$ cat src/rtl/deltann_pkg.sv
// -----------------------------------------------------------------------------
// deltann_pkg
//   Shared definitions for the output-stream reader: reader FSM state type,
//   output feature map geometry and the value widths on either side of the
//   requantizer.
//   OUT_BIN_LEN is the accumulator width held by the output buffer.
//   BIN_LEN is the width of the requantized values sent to the next layer.
// -----------------------------------------------------------------------------
package deltann_pkg;

  // Output feature map geometry
  localparam int OUTPUT_CHANNEL = 2;
  localparam int OUTPUT_HEIGHT  = 2;
  localparam int OUTPUT_WIDTH   = 4;

  // Value widths
  localparam int BIN_LEN        = 8;
  localparam int OUT_BIN_LEN    = 16;

  // Default number of values per output beat. It must divide OUTPUT_WIDTH.
  localparam int DEF_LANES      = 4;

  // Index widths. They are kept at least 1 bit wide so that a degenerate
  // dimension of size 1 still gives a legal port.
  localparam int OUTPUT_CHANNEL_LOG = (OUTPUT_CHANNEL > 1) ? $clog2(OUTPUT_CHANNEL) : 1;
  localparam int OUTPUT_ROW_LOG     = (OUTPUT_HEIGHT  > 1) ? $clog2(OUTPUT_HEIGHT)  : 1;
  localparam int OUTPUT_COL_LOG     = (OUTPUT_WIDTH   > 1) ? $clog2(OUTPUT_WIDTH)   : 1;

  typedef enum logic [1:0] {
    IDLE   = 2'd0,
    STREAM = 2'd1,
    DONE   = 2'd2
  } reader_state_t;

endpackage

$ cat src/rtl/output_stream_reader_requant_sat.sv
// -----------------------------------------------------------------------------
// requant_sat
//   Combinational requantizer for one lane. It right-shifts an unsigned
//   accumulator value and clamps the result to the BIN_LEN range.
//   Ports:
//     v     in  OUT_BIN_LEN  accumulator value (unsigned)
//     shift in  SHIFT_W      right-shift amount
//     q     out BIN_LEN      requantized value
//     sat   out 1            high when the clamp was applied
// -----------------------------------------------------------------------------
module requant_sat
  import deltann_pkg::*;
#(
  parameter int SHIFT_W = 5
) (
  input  logic [OUT_BIN_LEN-1:0] v,
  input  logic [SHIFT_W-1:0]     shift,
  output logic [BIN_LEN-1:0]     q,
  output logic                   sat
);

  logic [OUT_BIN_LEN-1:0] shifted;

  // Shift and clamp. A shift of OUT_BIN_LEN or more shifts out every bit, so
  // the result is naturally zero.
  always_comb begin
    shifted = v >> shift;
    sat     = |shifted[OUT_BIN_LEN-1:BIN_LEN];
    if (sat) begin
      q = {BIN_LEN{1'b1}};
    end else begin
      q = shifted[BIN_LEN-1:0];
    end
  end

endmodule

$ cat src/rtl/output_stream_reader.sv
// -----------------------------------------------------------------------------
// output_stream_reader
//   Read side of the output buffer. On start it walks the accumulated feature
//   map in channel -> row -> column-group order. It requantizes LANES values
//   per beat and presents each beat on a valid/ready stream. After the last
//   beat is accepted it pulses done and clear_req together for one cycle.
//   Ports:
//     clock, reset      rising-edge clock, asynchronous active-low reset
//     start             begin a drain (honoured only in IDLE)
//     shift             requantization shift, latched at start
//     buf_vals          whole output buffer, stable for the drain
//     out_valid/ready   stream handshake
//     out_data          LANES requantized values, lane 0 = lowest column
//     out_ch/row/col    position of the current beat (col = first column)
//     out_last          final beat of the map
//     busy              high in STREAM and DONE
//     done, clear_req   one-cycle pulse after the final beat is accepted
//     sat_count         saturated lanes in the current or last drain
// -----------------------------------------------------------------------------
module output_stream_reader
  import deltann_pkg::*;
#(
  parameter int LANES    = DEF_LANES,
  parameter int SHIFT_W  = 5,
  parameter int SATCNT_W = 16
) (
  input  logic                                  clock,
  input  logic                                  reset,
  input  logic                                  start,
  input  logic [SHIFT_W-1:0]                    shift,
  input  logic [OUTPUT_CHANNEL-1:0][OUTPUT_HEIGHT-1:0][OUTPUT_WIDTH-1:0][OUT_BIN_LEN-1:0] buf_vals,
  output logic                                  out_valid,
  input  logic                                  out_ready,
  output logic [LANES-1:0][BIN_LEN-1:0]         out_data,
  output logic [OUTPUT_CHANNEL_LOG-1:0]         out_ch,
  output logic [OUTPUT_ROW_LOG-1:0]             out_row,
  output logic [OUTPUT_COL_LOG-1:0]             out_col,
  output logic                                  out_last,
  output logic                                  busy,
  output logic                                  done,
  output logic                                  clear_req,
  output logic [SATCNT_W-1:0]                   sat_count
);

  localparam int CH_W  = OUTPUT_CHANNEL_LOG;
  localparam int ROW_W = OUTPUT_ROW_LOG;
  localparam int COL_W = OUTPUT_COL_LOG;
  localparam int CNT_W = $clog2(LANES + 1);

  localparam logic [CH_W-1:0]  LAST_CH  = CH_W'(OUTPUT_CHANNEL - 1);
  localparam logic [ROW_W-1:0] LAST_ROW = ROW_W'(OUTPUT_HEIGHT - 1);
  localparam logic [COL_W-1:0] LAST_COL = COL_W'(OUTPUT_WIDTH - LANES);

  // Number of lanes flagged saturated in one beat
  function automatic logic [CNT_W-1:0] count_ones(input logic [LANES-1:0] v);
    logic [CNT_W-1:0] n;
    n = '0;
    for (int i = 0; i < LANES; i++) begin
      n = n + CNT_W'(v[i]);
    end
    return n;
  endfunction

  // Accumulate into the saturation counter, sticking at all-ones
  function automatic logic [SATCNT_W-1:0] sat_add(input logic [SATCNT_W-1:0] a,
                                                   input logic [CNT_W-1:0]    n);
    logic [SATCNT_W:0] s;
    s = {1'b0, a} + (SATCNT_W + 1)'(n);
    if (s[SATCNT_W]) begin
      return {SATCNT_W{1'b1}};
    end else begin
      return s[SATCNT_W-1:0];
    end
  endfunction

  reader_state_t                 state_q, state_d;
  logic                          out_valid_q, out_valid_d;
  logic [LANES-1:0][BIN_LEN-1:0] out_data_q, out_data_d;
  logic [CH_W-1:0]               out_ch_q, out_ch_d;
  logic [ROW_W-1:0]              out_row_q, out_row_d;
  logic [COL_W-1:0]              out_col_q, out_col_d;
  logic                          out_last_q, out_last_d;
  logic                          busy_q, busy_d;
  logic                          done_q, done_d;
  logic                          clear_req_q, clear_req_d;
  logic [SATCNT_W-1:0]           sat_count_q, sat_count_d;
  logic [SHIFT_W-1:0]            shift_q, shift_d;

  // Position and shift of the beat about to be registered
  logic                          load_beat;
  logic [CH_W-1:0]               fetch_ch;
  logic [ROW_W-1:0]              fetch_row;
  logic [COL_W-1:0]              fetch_col;
  logic [SHIFT_W-1:0]            fetch_shift;
  logic [SATCNT_W-1:0]           sat_base;

  logic [LANES-1:0][BIN_LEN-1:0] lane_q;
  logic [LANES-1:0]              lane_sat;

  // One requantizer per lane, fed from the beat being fetched. The beat is
  // either the first beat on start or the successor on a handshake.
  for (genvar l = 0; l < LANES; l++) begin : g_lane
    logic [COL_W-1:0] lane_col;
    assign lane_col = fetch_col + COL_W'(l);

    requant_sat #(
      .SHIFT_W (SHIFT_W)
    ) u_requant (
      .v     (buf_vals[fetch_ch][fetch_row][lane_col]),
      .shift (fetch_shift),
      .q     (lane_q[l]),
      .sat   (lane_sat[l])
    );
  end

  // Next-state logic: FSM transitions, index walk and beat loading
  always_comb begin
    state_d     = state_q;
    out_valid_d = out_valid_q;
    out_data_d  = out_data_q;
    out_ch_d    = out_ch_q;
    out_row_d   = out_row_q;
    out_col_d   = out_col_q;
    out_last_d  = out_last_q;
    busy_d      = busy_q;
    done_d      = 1'b0;
    clear_req_d = 1'b0;
    sat_count_d = sat_count_q;
    shift_d     = shift_q;

    load_beat   = 1'b0;
    fetch_ch    = out_ch_q;
    fetch_row   = out_row_q;
    fetch_col   = out_col_q;
    fetch_shift = shift_q;
    sat_base    = sat_count_q;

    case (state_q)
      IDLE: begin
        if (start) begin
          state_d     = STREAM;
          busy_d      = 1'b1;
          out_valid_d = 1'b1;
          load_beat   = 1'b1;
          fetch_ch    = '0;
          fetch_row   = '0;
          fetch_col   = '0;
          // Use the live shift input for the first beat. The flop only
          // captures it at this same edge.
          fetch_shift = shift;
          shift_d     = shift;
          sat_base    = '0;
        end else begin
          state_d = IDLE;
        end
      end

      STREAM: begin
        if (out_valid_q && out_ready) begin
          if (out_last_q) begin
            state_d     = DONE;
            out_valid_d = 1'b0;
            out_last_d  = 1'b0;
            done_d      = 1'b1;
            clear_req_d = 1'b1;
          end else begin
            load_beat = 1'b1;
            if (out_col_q == LAST_COL) begin
              fetch_col = '0;
              if (out_row_q == LAST_ROW) begin
                fetch_row = '0;
                fetch_ch  = out_ch_q + CH_W'(1);
              end else begin
                fetch_row = out_row_q + ROW_W'(1);
              end
            end else begin
              fetch_col = out_col_q + COL_W'(LANES);
            end
          end
        end else begin
          // Stalled: every output holds its value
          state_d = STREAM;
        end
      end

      DONE: begin
        state_d = IDLE;
        busy_d  = 1'b0;
      end

      default: begin
        state_d     = IDLE;
        busy_d      = 1'b0;
        out_valid_d = 1'b0;
        out_last_d  = 1'b0;
      end
    endcase

    if (load_beat) begin
      out_data_d  = lane_q;
      out_ch_d    = fetch_ch;
      out_row_d   = fetch_row;
      out_col_d   = fetch_col;
      out_last_d  = (fetch_ch == LAST_CH) && (fetch_row == LAST_ROW) && (fetch_col == LAST_COL);
      sat_count_d = sat_add(sat_base, count_ones(lane_sat));
    end else begin
      out_data_d = out_data_d;
    end
  end

  // State and output register stage
  always_ff @(posedge clock or negedge reset) begin
    if (!reset) begin
      state_q     <= IDLE;
      out_valid_q <= 1'b0;
      out_data_q  <= '0;
      out_ch_q    <= '0;
      out_row_q   <= '0;
      out_col_q   <= '0;
      out_last_q  <= 1'b0;
      busy_q      <= 1'b0;
      done_q      <= 1'b0;
      clear_req_q <= 1'b0;
      sat_count_q <= '0;
      shift_q     <= '0;
    end else begin
      state_q     <= state_d;
      out_valid_q <= out_valid_d;
      out_data_q  <= out_data_d;
      out_ch_q    <= out_ch_d;
      out_row_q   <= out_row_d;
      out_col_q   <= out_col_d;
      out_last_q  <= out_last_d;
      busy_q      <= busy_d;
      done_q      <= done_d;
      clear_req_q <= clear_req_d;
      sat_count_q <= sat_count_d;
      shift_q     <= shift_d;
    end
  end

  assign out_valid = out_valid_q;
  assign out_data  = out_data_q;
  assign out_ch    = out_ch_q;
  assign out_row   = out_row_q;
  assign out_col   = out_col_q;
  assign out_last  = out_last_q;
  assign busy      = busy_q;
  assign done      = done_q;
  assign clear_req = clear_req_q;
  assign sat_count = sat_count_q;

endmodule

$ cat config.mk
export PLATFORM = sky130hd
export DESIGN_NAME = output_stream_reader
export DESIGN_NICKNAME = d
export VERILOG_FILES = /design/src/rtl/deltann_pkg.sv /design/src/rtl/output_stream_reader_requant_sat.sv /design/src/rtl/output_stream_reader.sv
export SDC_FILE = /design/constraint.sdc
export NUM_CORES = 1
export LEC_CHECK = 0
export ABC_AREA = 1
export CORE_MARGIN = 5
export CORE_UTILIZATION = 45
export DETAILED_ROUTE_END_ITERATION = 12
export GPL_ROUTABILITY_DRIVEN = 1
export HOLD_SLACK_MARGIN = 0.15
export PLACE_DENSITY = 0.78
export SKIP_CTS_REPAIR_TIMING = 1
export SYNTH_ARGS = -nofsm -noshare
export SYNTH_HDL_FRONTEND = slang
export SYNTH_SLANG_ARGS = --single-unit
$ cat constraint.sdc
create_clock -name clock -period 5.7 [get_ports clock]
set_clock_uncertainty 0.15 [all_clocks]
set_input_delay 1.14 -clock clock [delete_from_list [all_inputs] [get_ports clock]]
set_output_delay 1.14 -clock clock [all_outputs]
set_load 0.05 [all_outputs]
# After elaboration in Yosys (flattened, before gate mapping)

Index checks and enable logic that the tools add are counted.

Output and inout port bits: 57
Bits of input ports: 265
Logic and storage cells: 114
Flip-flop bits (word level): 63

Multiplexer cells: 57
Add/sub/neg operators: 9
Equal/unequal tests: 8
Bitwise logic cells: 2
Magnitude comparators: 6
Shift operators: 4
Reduce and logical (&&, ||, !) cells: 14

Operator list:

| kind                                                                         | count |
|---|---|
| 128-bit 2-to-1 mux                                                           | 2 |
| 16-bit binary-select mux with 2-bit select                                   | 4 |
| 64-bit 2-to-1 mux                                                            | 2 |
| 16-bit 2-to-1 mux                                                            | 7 |
| 16-bit by 5-bit right shift with 16-bit output                               | 4 |
| 8-bit 2-to-1 mux                                                             | 4 |
| 8-bit OR reduction                                                           | 4 |
| 1-bit 2-to-1 mux                                                             | 22 |
| 16-bit by 3-bit adder with 17-bit output                                     | 1 |
| 2-bit by 3-bit less-than comparator with 1-bit output, second input constant | 4 |
| 2-bit 2-to-1 mux                                                             | 6 |
| 5-bit 2-to-1 mux                                                             | 2 |
| 1-bit one-hot mux with 2 select lines                                        | 5 |
| 2-bit one-hot mux with 2 select lines                                        | 2 |
| 2-bit logical NOT                                                            | 3 |
| 2-bit != test, second input constant                                         | 3 |
| 3-bit != test, second input constant                                         | 2 |
| 2-bit adder, second input constant                                           | 2 |
| 1-bit by 2-bit less-than comparator with 1-bit output, second input constant | 2 |
| 2-bit AND reduction                                                          | 2 |
| 4-bit AND reduction                                                          | 1 |
| 2-bit by 1-bit adder with 3-bit output                                       | 1 |
| 3-bit by 1-bit adder with 3-bit output                                       | 1 |
| 1-bit logical AND                                                            | 3 |
| 9 further kinds                                                              | 11 |

# Longest topological paths before layout

Depth after elaboration: 19
Mapped depth: 35
Depth with buffers taken out: 34

# By module

Synthesis repeated with hierarchy kept, for this count alone.

Cell total of the unflattened synthesis: 2,095
Area total of the unflattened synthesis: 10,840.4 um^2

Modules (own cells, without submodules):

| module               | instances | cells an instance | area an instance (um^2) | sequential area each (um^2) |
|---|---|---|---|---|
| output_stream_reader | 1         | 1,447             | 7,792.5                 | 1,576.5 |
| requant_sat          | 4         | 162               | 762.0                   | 0.0 |

# Worst setup path before layout

OpenSTA, ideal clock, no wires.

Kind: in2reg
From: input port start
To: register sat_count_q[13] (netlist: sat_count[13])
Arrival time: 5,655 ps
Path buffers: 5
Setup time: 88 ps
Required time: 5,462 ps
Slack: -193 ps
Stages on the path: 30
Path through: nand3_4 inv_2 buf_6 nor2_4 inv_2 clkbuf_1 ha_1 clkbuf_1 clkinv_1 clkbuf_1 nand3_1 nand3_1 nand3_1 nand3_1 nand2_1 nor2_1 nand3_1 nand2_4 fa_1 inv_1 fa_1 nand3_1 nor3_2 nand3_2 nor4_1 nand4_1 inv_2 a31oi_2 buf_6 a22oi_1

Word-level cells in the longest chain between the ends: 15
Elaborated cells between the ends (all ways): 40
Classes of those cells: add/sub (7); shift (4); mux (25); reduce/logical (4)

Ends and longest elaborated chain:

| element                                               | RTL line                               | text |
|---|---|---|
| start: declaration                                    | output_stream_reader.sv:29             | `input logic start,` |
| 1-bit 2-to-1 mux                                      | output_stream_reader.sv:140            | `if (start) begin` |
| 1-bit one-hot mux with 2 select lines                 | output_stream_reader.sv:138            | `case (state_q)` |
| 128-bit 2-to-1 mux (implied by the code) (2 in a row) | output_stream_reader.sv:109            | `.v (buf_vals[fetch_ch][fetch_row][lane_col]),` |
| 64-bit 2-to-1 mux (implied by the code) (2 in a row)  | output_stream_reader.sv:109            |  |
| 16-bit binary-select mux with 2-bit select            | output_stream_reader.sv:109            |  |
| 16-bit 2-to-1 mux (implied by the code)               | output_stream_reader.sv:109            |  |
| 16-bit by 5-bit right shift with 16-bit output        | output_stream_reader_requant_sat.sv:27 | `shifted = v >> shift;` |
| 8-bit OR reduction                                    | output_stream_reader_requant_sat.sv:28 | `sat = \|shifted[OUT_BIN_LEN-1:BIN_LEN];` |
| 1-bit by 1-bit adder with 2-bit output                | output_stream_reader.sv:59             | `n = n + CNT_W'(v[i]);` |
| 2-bit by 1-bit adder with 3-bit output                | output_stream_reader.sv:59             |  |
| 3-bit by 1-bit adder with 3-bit output                | output_stream_reader.sv:59             |  |
| 16-bit by 3-bit adder with 17-bit output              | output_stream_reader.sv:68             | `s = {1'b0, a} + (SATCNT_W + 1)'(n);` |
| 16-bit 2-to-1 mux                                     | output_stream_reader.sv:69             | `if (s[SATCNT_W]) begin` |
| end signal: assignment                                | output_stream_reader.sv:237            | `sat_count_q <= sat_count_d;` |
| end: declaration                                      | output_stream_reader.sv:86             | `logic [SATCNT_W-1:0] sat_count_q, sat_count_d;` |

Parallel ways exist; a longest one is shown, timed or not. The select of a mux whose other input is x is not followed.
A chain may end at the register's enable or synchronous reset.

# Worst setup path in the final report

From: input port out_ready
To: register sat_count_q[14] (netlist: sat_count[14])

Word-level cells in the longest chain between the ends: 16
Elaborated cells between the ends (all ways): 37
Classes of those cells: add/sub (7); shift (4); mux (21); reduce/logical (5)

Ends and longest elaborated chain:

| element                                               | RTL line                               | text |
|---|---|---|
| start: declaration                                    | output_stream_reader.sv:33             | `input logic out_ready,` |
| 1-bit logical AND (*)                                 | output_stream_reader.sv:159            | `if (out_valid_q && out_ready) begin` |
| 1-bit 2-to-1 mux                                      | output_stream_reader.sv:159            |  |
| 1-bit one-hot mux with 2 select lines                 | output_stream_reader.sv:138            |  |
| 128-bit 2-to-1 mux (implied by the code) (2 in a row) | output_stream_reader.sv:109            |  |
| 64-bit 2-to-1 mux (implied by the code) (2 in a row)  | output_stream_reader.sv:109            |  |
| 16-bit binary-select mux with 2-bit select            | output_stream_reader.sv:109            |  |
| 16-bit 2-to-1 mux (implied by the code)               | output_stream_reader.sv:109            |  |
| 16-bit by 5-bit right shift with 16-bit output        | output_stream_reader_requant_sat.sv:27 |  |
| 8-bit OR reduction                                    | output_stream_reader_requant_sat.sv:28 |  |
| 1-bit by 1-bit adder with 2-bit output                | output_stream_reader.sv:59             |  |
| 2-bit by 1-bit adder with 3-bit output                | output_stream_reader.sv:59             |  |
| 3-bit by 1-bit adder with 3-bit output                | output_stream_reader.sv:59             |  |
| 16-bit by 3-bit adder with 17-bit output              | output_stream_reader.sv:68             |  |
| 16-bit 2-to-1 mux                                     | output_stream_reader.sv:69             |  |

Every way passes the cells marked *; elsewhere a longest branch is shown, timed or not. The select of a mux whose other input is x is not followed.

==> qor.log <==
INFO  outcome        status=finished, violations left
INFO  outcome        failed_checks=setup timing
INFO  synth          synth.mux.area_fraction=0%
INFO  synth          synth.yosys.seq_area_share=15.3%
INFO  place          dp_hpwl=38,200um
INFO  power          finalPower=11.8mW
INFO  synth          ys_ff_latch=63
INFO  global_routing antenna_found_initial=0
INFO  hold_path      timing.hold.worst.class=flop to flop
INFO  global_routing grt_first_pass_wirelength=75,100um
INFO  power          power.share.combinational=87.5%
INFO  setup_path     crit_path_start_kind=primary input
INFO  power          vdd_drop_max=0.000742V
INFO  timing         finalWorstPathRequiredPeriod=5.83ns
INFO  cts            clk_pin_slew_worst_paths=0.06ns
INFO  place          port-buffer-count=321
INFO  cells_and_area layoutNonFillerInstCount=2,543
INFO  cells_and_area nFillCells=1,924
INFO  cells_and_area area_growth_syn_to_layout=57.0%
INFO  die            core_area=22,600um^2
INFO  setup_path     cpPeakStageDelay=0.48ns
INFO  global_routing number_of_global_route_vias_before_repair=13,977
INFO  die            die_y=161um
INFO  setup_path     setup.reg_to_reg.worst_slack=0.01ns
INFO  timing         max-slew-margin-rel=45.2%
INFO  setup_path     critical_path_cell_with_the_highest_stage_delay=sky130_fd_sc_hd__fa_1
INFO  power          p_int=4.76mW
INFO  synth          synth_top_cells_by_area=sky130_fd_sc_hd__nand3_1 40%, sky130_fd_sc_hd__dfrtp_1 15%, sky130_fd_sc_hd__nand2_1 14%, sky130_fd_sc_hd__inv_1 6.6%, sky130_fd_sc_hd__a21oi_1 3.3%
INFO  setup_path     worstSetupPathType=primary input to flop
INFO  drt            route.antenna.remaining_nets=0
INFO  synth          synthXorXnorAreaFrac=0.936%
INFO  timing         max_clock_freq=171MHz
INFO  die            die_footprint=26,000um^2
INFO  cts            cts_buffers=9
INFO  cells_and_area antenna_cells_inserted=0
INFO  drt            drt_wl_total=52,000um
INFO  synth          synth_top_area_share=40.0%
INFO  synth          ys_warn_count=0
INFO  die            num_io_pins=322
INFO  cts            cell_chosen_for_the_clock_root=sky130_fd_sc_hd__clkbuf_16
INFO  setup_path     worst_r2r_path_depth=33
INFO  drt            drc=0
INFO  flow_run       cap_viol_max_count=0
INFO  drt            via_per_inst=6.10
INFO  cts            insertion_delay=0.34ns
INFO  setup_path     r2r_end=sat_count[14]
INFO  synth          yosys.area_share.simple=62.5%
INFO  cts            clock_tree.htree_level_count=3
INFO  cells_and_area drive_gt1_share=18.0%
INFO  timing         rsz0062_at_grt=yes
INFO  synth          synth.cell_area=10,300um^2
INFO  synth          post_synth.cell_area_avg=5.49um^2
INFO  cts            clock_tree_from_tritoncts=built
INFO  timing         final_max_slew_viol_count=0
INFO  global_routing grt.total_usage=35.4%
INFO  setup_path     crit_end=sat_count[14]
INFO  synth          syn_nets=2,146
INFO  setup_path     timing.critical_path.fanout_max=8
INFO  timing         worstMarginPinSlew=0.823ns
INFO  die            starting_density_of_the_core=45.6%
INFO  place          placed_cells_incl_taps=2,489
INFO  timing         worst_slack=-0.133ns
INFO  drt            drt_first_pass_iters=6
INFO  synth          yosysTopAreaCell=sky130_fd_sc_hd__nand3_1
INFO  cells_and_area mostFrequentLayoutCells=715 x sky130_fd_sc_hd__nand3_1, 369 x sky130_fd_sc_hd__nand2_1, 318 x sky130_fd_sc_hd__clkdlybuf4s50_1
INFO  timing         finalSetupViolations=15
INFO  drt            dr.first_iter.drc_count=2,231
INFO  drt            post_dr_wirelength_cell=20.5um
INFO  power          power_frac_clock=5.2%
INFO  power          power_frac_seq=7.3%
INFO  timing         fin_crit_sh=102%
INFO  setup_path     cpMostUsedCell=sky130_fd_sc_hd__nand3_2
INFO  synth          combinational_family_with_the_most_area_after_synthesis=simple AND/OR/NAND/NOR gates
INFO  hold_path      hp-start=busy
INFO  synth          netlist_instances=1,876
INFO  power          net_switching=6.99mW
INFO  cells_and_area mostFrequentLayoutCell=sky130_fd_sc_hd__nand3_1
INFO  synth          synth_compound_gate_area_share=6.31%
INFO  cts            ctsLongestPathBuffers=2
INFO  setup_path     timing.rr.start=out_col[0]
INFO  drt            via_count=15,500
INFO  global_routing grt_overflow_total=0
INFO  place          placer_congestion=0.991
INFO  global_routing pin_count_of_the_biggest_net_entering_global_routing=69
INFO  power          p_leak=7.83nW
INFO  synth          synth_adder_area_share=0.827%
INFO  power          power_switching_share=59.5%
INFO  setup_path     arrival=5.93ns
INFO  die            die_x=161um
INFO  cells_and_area layout.nets=2,523
INFO  die            number_of_core_rows=55
INFO  synth          netlist-cell-type-count=41
INFO  cts            count_of_clock_tree_sinks=63
INFO  setup_path     cp-end-kind=flop
INFO  timing         finalHoldViolations=0
INFO  setup_path     worst_setup_path_startpoint=out_ready
INFO  power          total_power_per_unit_cell_area=727nW/um^2
INFO  setup_path     cp_data_required_time=5.80ns
[final cells by class]
cell class	instances	area, um^2	share of cell area [%]
Clock buffer	9	225	1.39
Clock inverter	7	104	0.643
Inverter	194	744	4.61
Multi-Input combinational cell	1477	8060	49.9
Sequential cell	63	1580	9.76
Tap cell	285	357	2.21
Timing Repair Buffer	508	5090	31.5
[logic make-up (layout without fill, tap and decap cells)]
logic type / count (synthesis) / after routing
xor gates and xnor gates: 11 / 11
and+or+nand+nor: 1356 / 1357
adders and majority gates: 5 / 5
DFF: 63 / 63
buffers and inverters: 337 / 718
AOI/OAI and AO/OA: 104 / 104
[metal layers]
metal | vias to the layer above | track usage [%] | wire length [um]
met5 | - | 0 | 0
met4 | 0 | 11.0 | 2290
met3 | 175 | 4.52 | 4790
met2 | 1035 | 61.0 | 24500
met1 | 7191 | 46.4 | 20400
li1 | 7099 | - | -
[synthesized netlist by cell type]
| master | number |
|---|---|
| sky130_fd_sc_hd__o21ai_1 | 2 |
| sky130_fd_sc_hd__nor3_1 | 4 |
| sky130_fd_sc_hd__nand3_2 | 3 |
| sky130_fd_sc_hd__a22oi_2 | 6 |
| sky130_fd_sc_hd__nand2_2 | 4 |
| sky130_fd_sc_hd__a21oi_1 | 68 |
| sky130_fd_sc_hd__buf_4 | 14 |
| sky130_fd_sc_hd__nor4_1 | 1 |
| sky130_fd_sc_hd__a22oi_1 | 4 |
| sky130_fd_sc_hd__or2_2 | 2 |
| sky130_fd_sc_hd__o21ai_2 | 3 |
| sky130_fd_sc_hd__xnor2_1 | 2 |
| sky130_fd_sc_hd__nor2_1 | 63 |
| sky130_fd_sc_hd__nor2_2 | 7 |
| sky130_fd_sc_hd__buf_2 | 46 |
| sky130_fd_sc_hd__clkbuf_1 | 51 |
| sky130_fd_sc_hd__clkinv_1 | 1 |
| sky130_fd_sc_hd__inv_4 | 1 |
| sky130_fd_sc_hd__buf_6 | 10 |
| sky130_fd_sc_hd__nand3_4 | 1 |
| sky130_fd_sc_hd__o21ai_0 | 5 |
| sky130_fd_sc_hd__nand3_1 | 823 |
| sky130_fd_sc_hd__and2_1 | 4 |
| sky130_fd_sc_hd__nand2_4 | 3 |
| sky130_fd_sc_hd__nor3_2 | 4 |
| sky130_fd_sc_hd__o211ai_1 | 1 |
| sky130_fd_sc_hd__xor2_1 | 9 |
| sky130_fd_sc_hd__a31oi_2 | 1 |
| sky130_fd_sc_hd__nand3b_1 | 35 |
| sky130_fd_sc_hd__nand2_1 | 386 |
| sky130_fd_sc_hd__inv_2 | 12 |
| sky130_fd_sc_hd__inv_1 | 180 |
| sky130_fd_sc_hd__a21oi_2 | 12 |
| sky130_fd_sc_hd__dfrtp_1 | 63 |
| sky130_fd_sc_hd__buf_1 | 22 |
| sky130_fd_sc_hd__or2_1 | 3 |
| sky130_fd_sc_hd__ha_1 | 2 |
| sky130_fd_sc_hd__nor2_4 | 2 |
| sky130_fd_sc_hd__nand4_1 | 11 |
| sky130_fd_sc_hd__fa_1 | 3 |
| sky130_fd_sc_hd__a32oi_1 | 2 |
[per-stage QoR]
stage / instance area [um^2] / hold slack (ns) / setup TNS, ns / setup WS, ns / utilization [%]
finish: 16200 / 0.332 / -0.964 / -0.133 / 71.6
CTS: 14800 / 0.332 / -8.49 / -0.595 / 65.6
floorplan: 10300 / 0.343 / 0 / 0.0643 / -
global placement: 14500 / 0.314 / -10.38 / -0.686 / 64.2
detailed placement: 14500 / 0.315 / -13.56 / -0.918 / 64.2
global route: 16200 / 0.379 / -4.52 / -0.348 / 71.6
[state kept, by name (all words and copies together), names as in the netlist]
signal / flops
busy: 1
clear_req: 1
out_ch: 1
out_col: 2
out_data: 32
out_last: 1
out_row: 1
out_valid: 1
sat_count: 16
shift_q: 5
state_q: 2
[power by group through the flow]
stage / Clock, mW / Sequential (mW) / Combinational (mW)
after floorplan: 0 / 1.45 / 5.31
after global placement: 0 / 0.838 / 8.89
after detailed placement: 0 / 0.848 / 8.96
after CTS: 0.621 / 0.843 / 9.01
after global routing: 0.645 / 0.875 / 11.0
final: 0.613 / 0.855 / 10.3
[worst max-delay path, delay by kind of cell]
| kind | cells | cell delay, ns |
|---|---|---|
| and+or+nand+nor | 20 | 2.46 |
| adders and majority gates | 3 | 1.09 |
| AOI/OAI and AO/OA | 2 | 0.32 |
| buffers and inverters | 7 | 0.91 |
[worst min path at each step]
stage | end | cells after the start
final | busy | 2
after global routing | busy | 2
after floorplan | clear_req | 1
after CTS | busy | 2
after global placement | busy | 2
after detailed placement | busy | 2
Power figures use the tool's default switching activity.
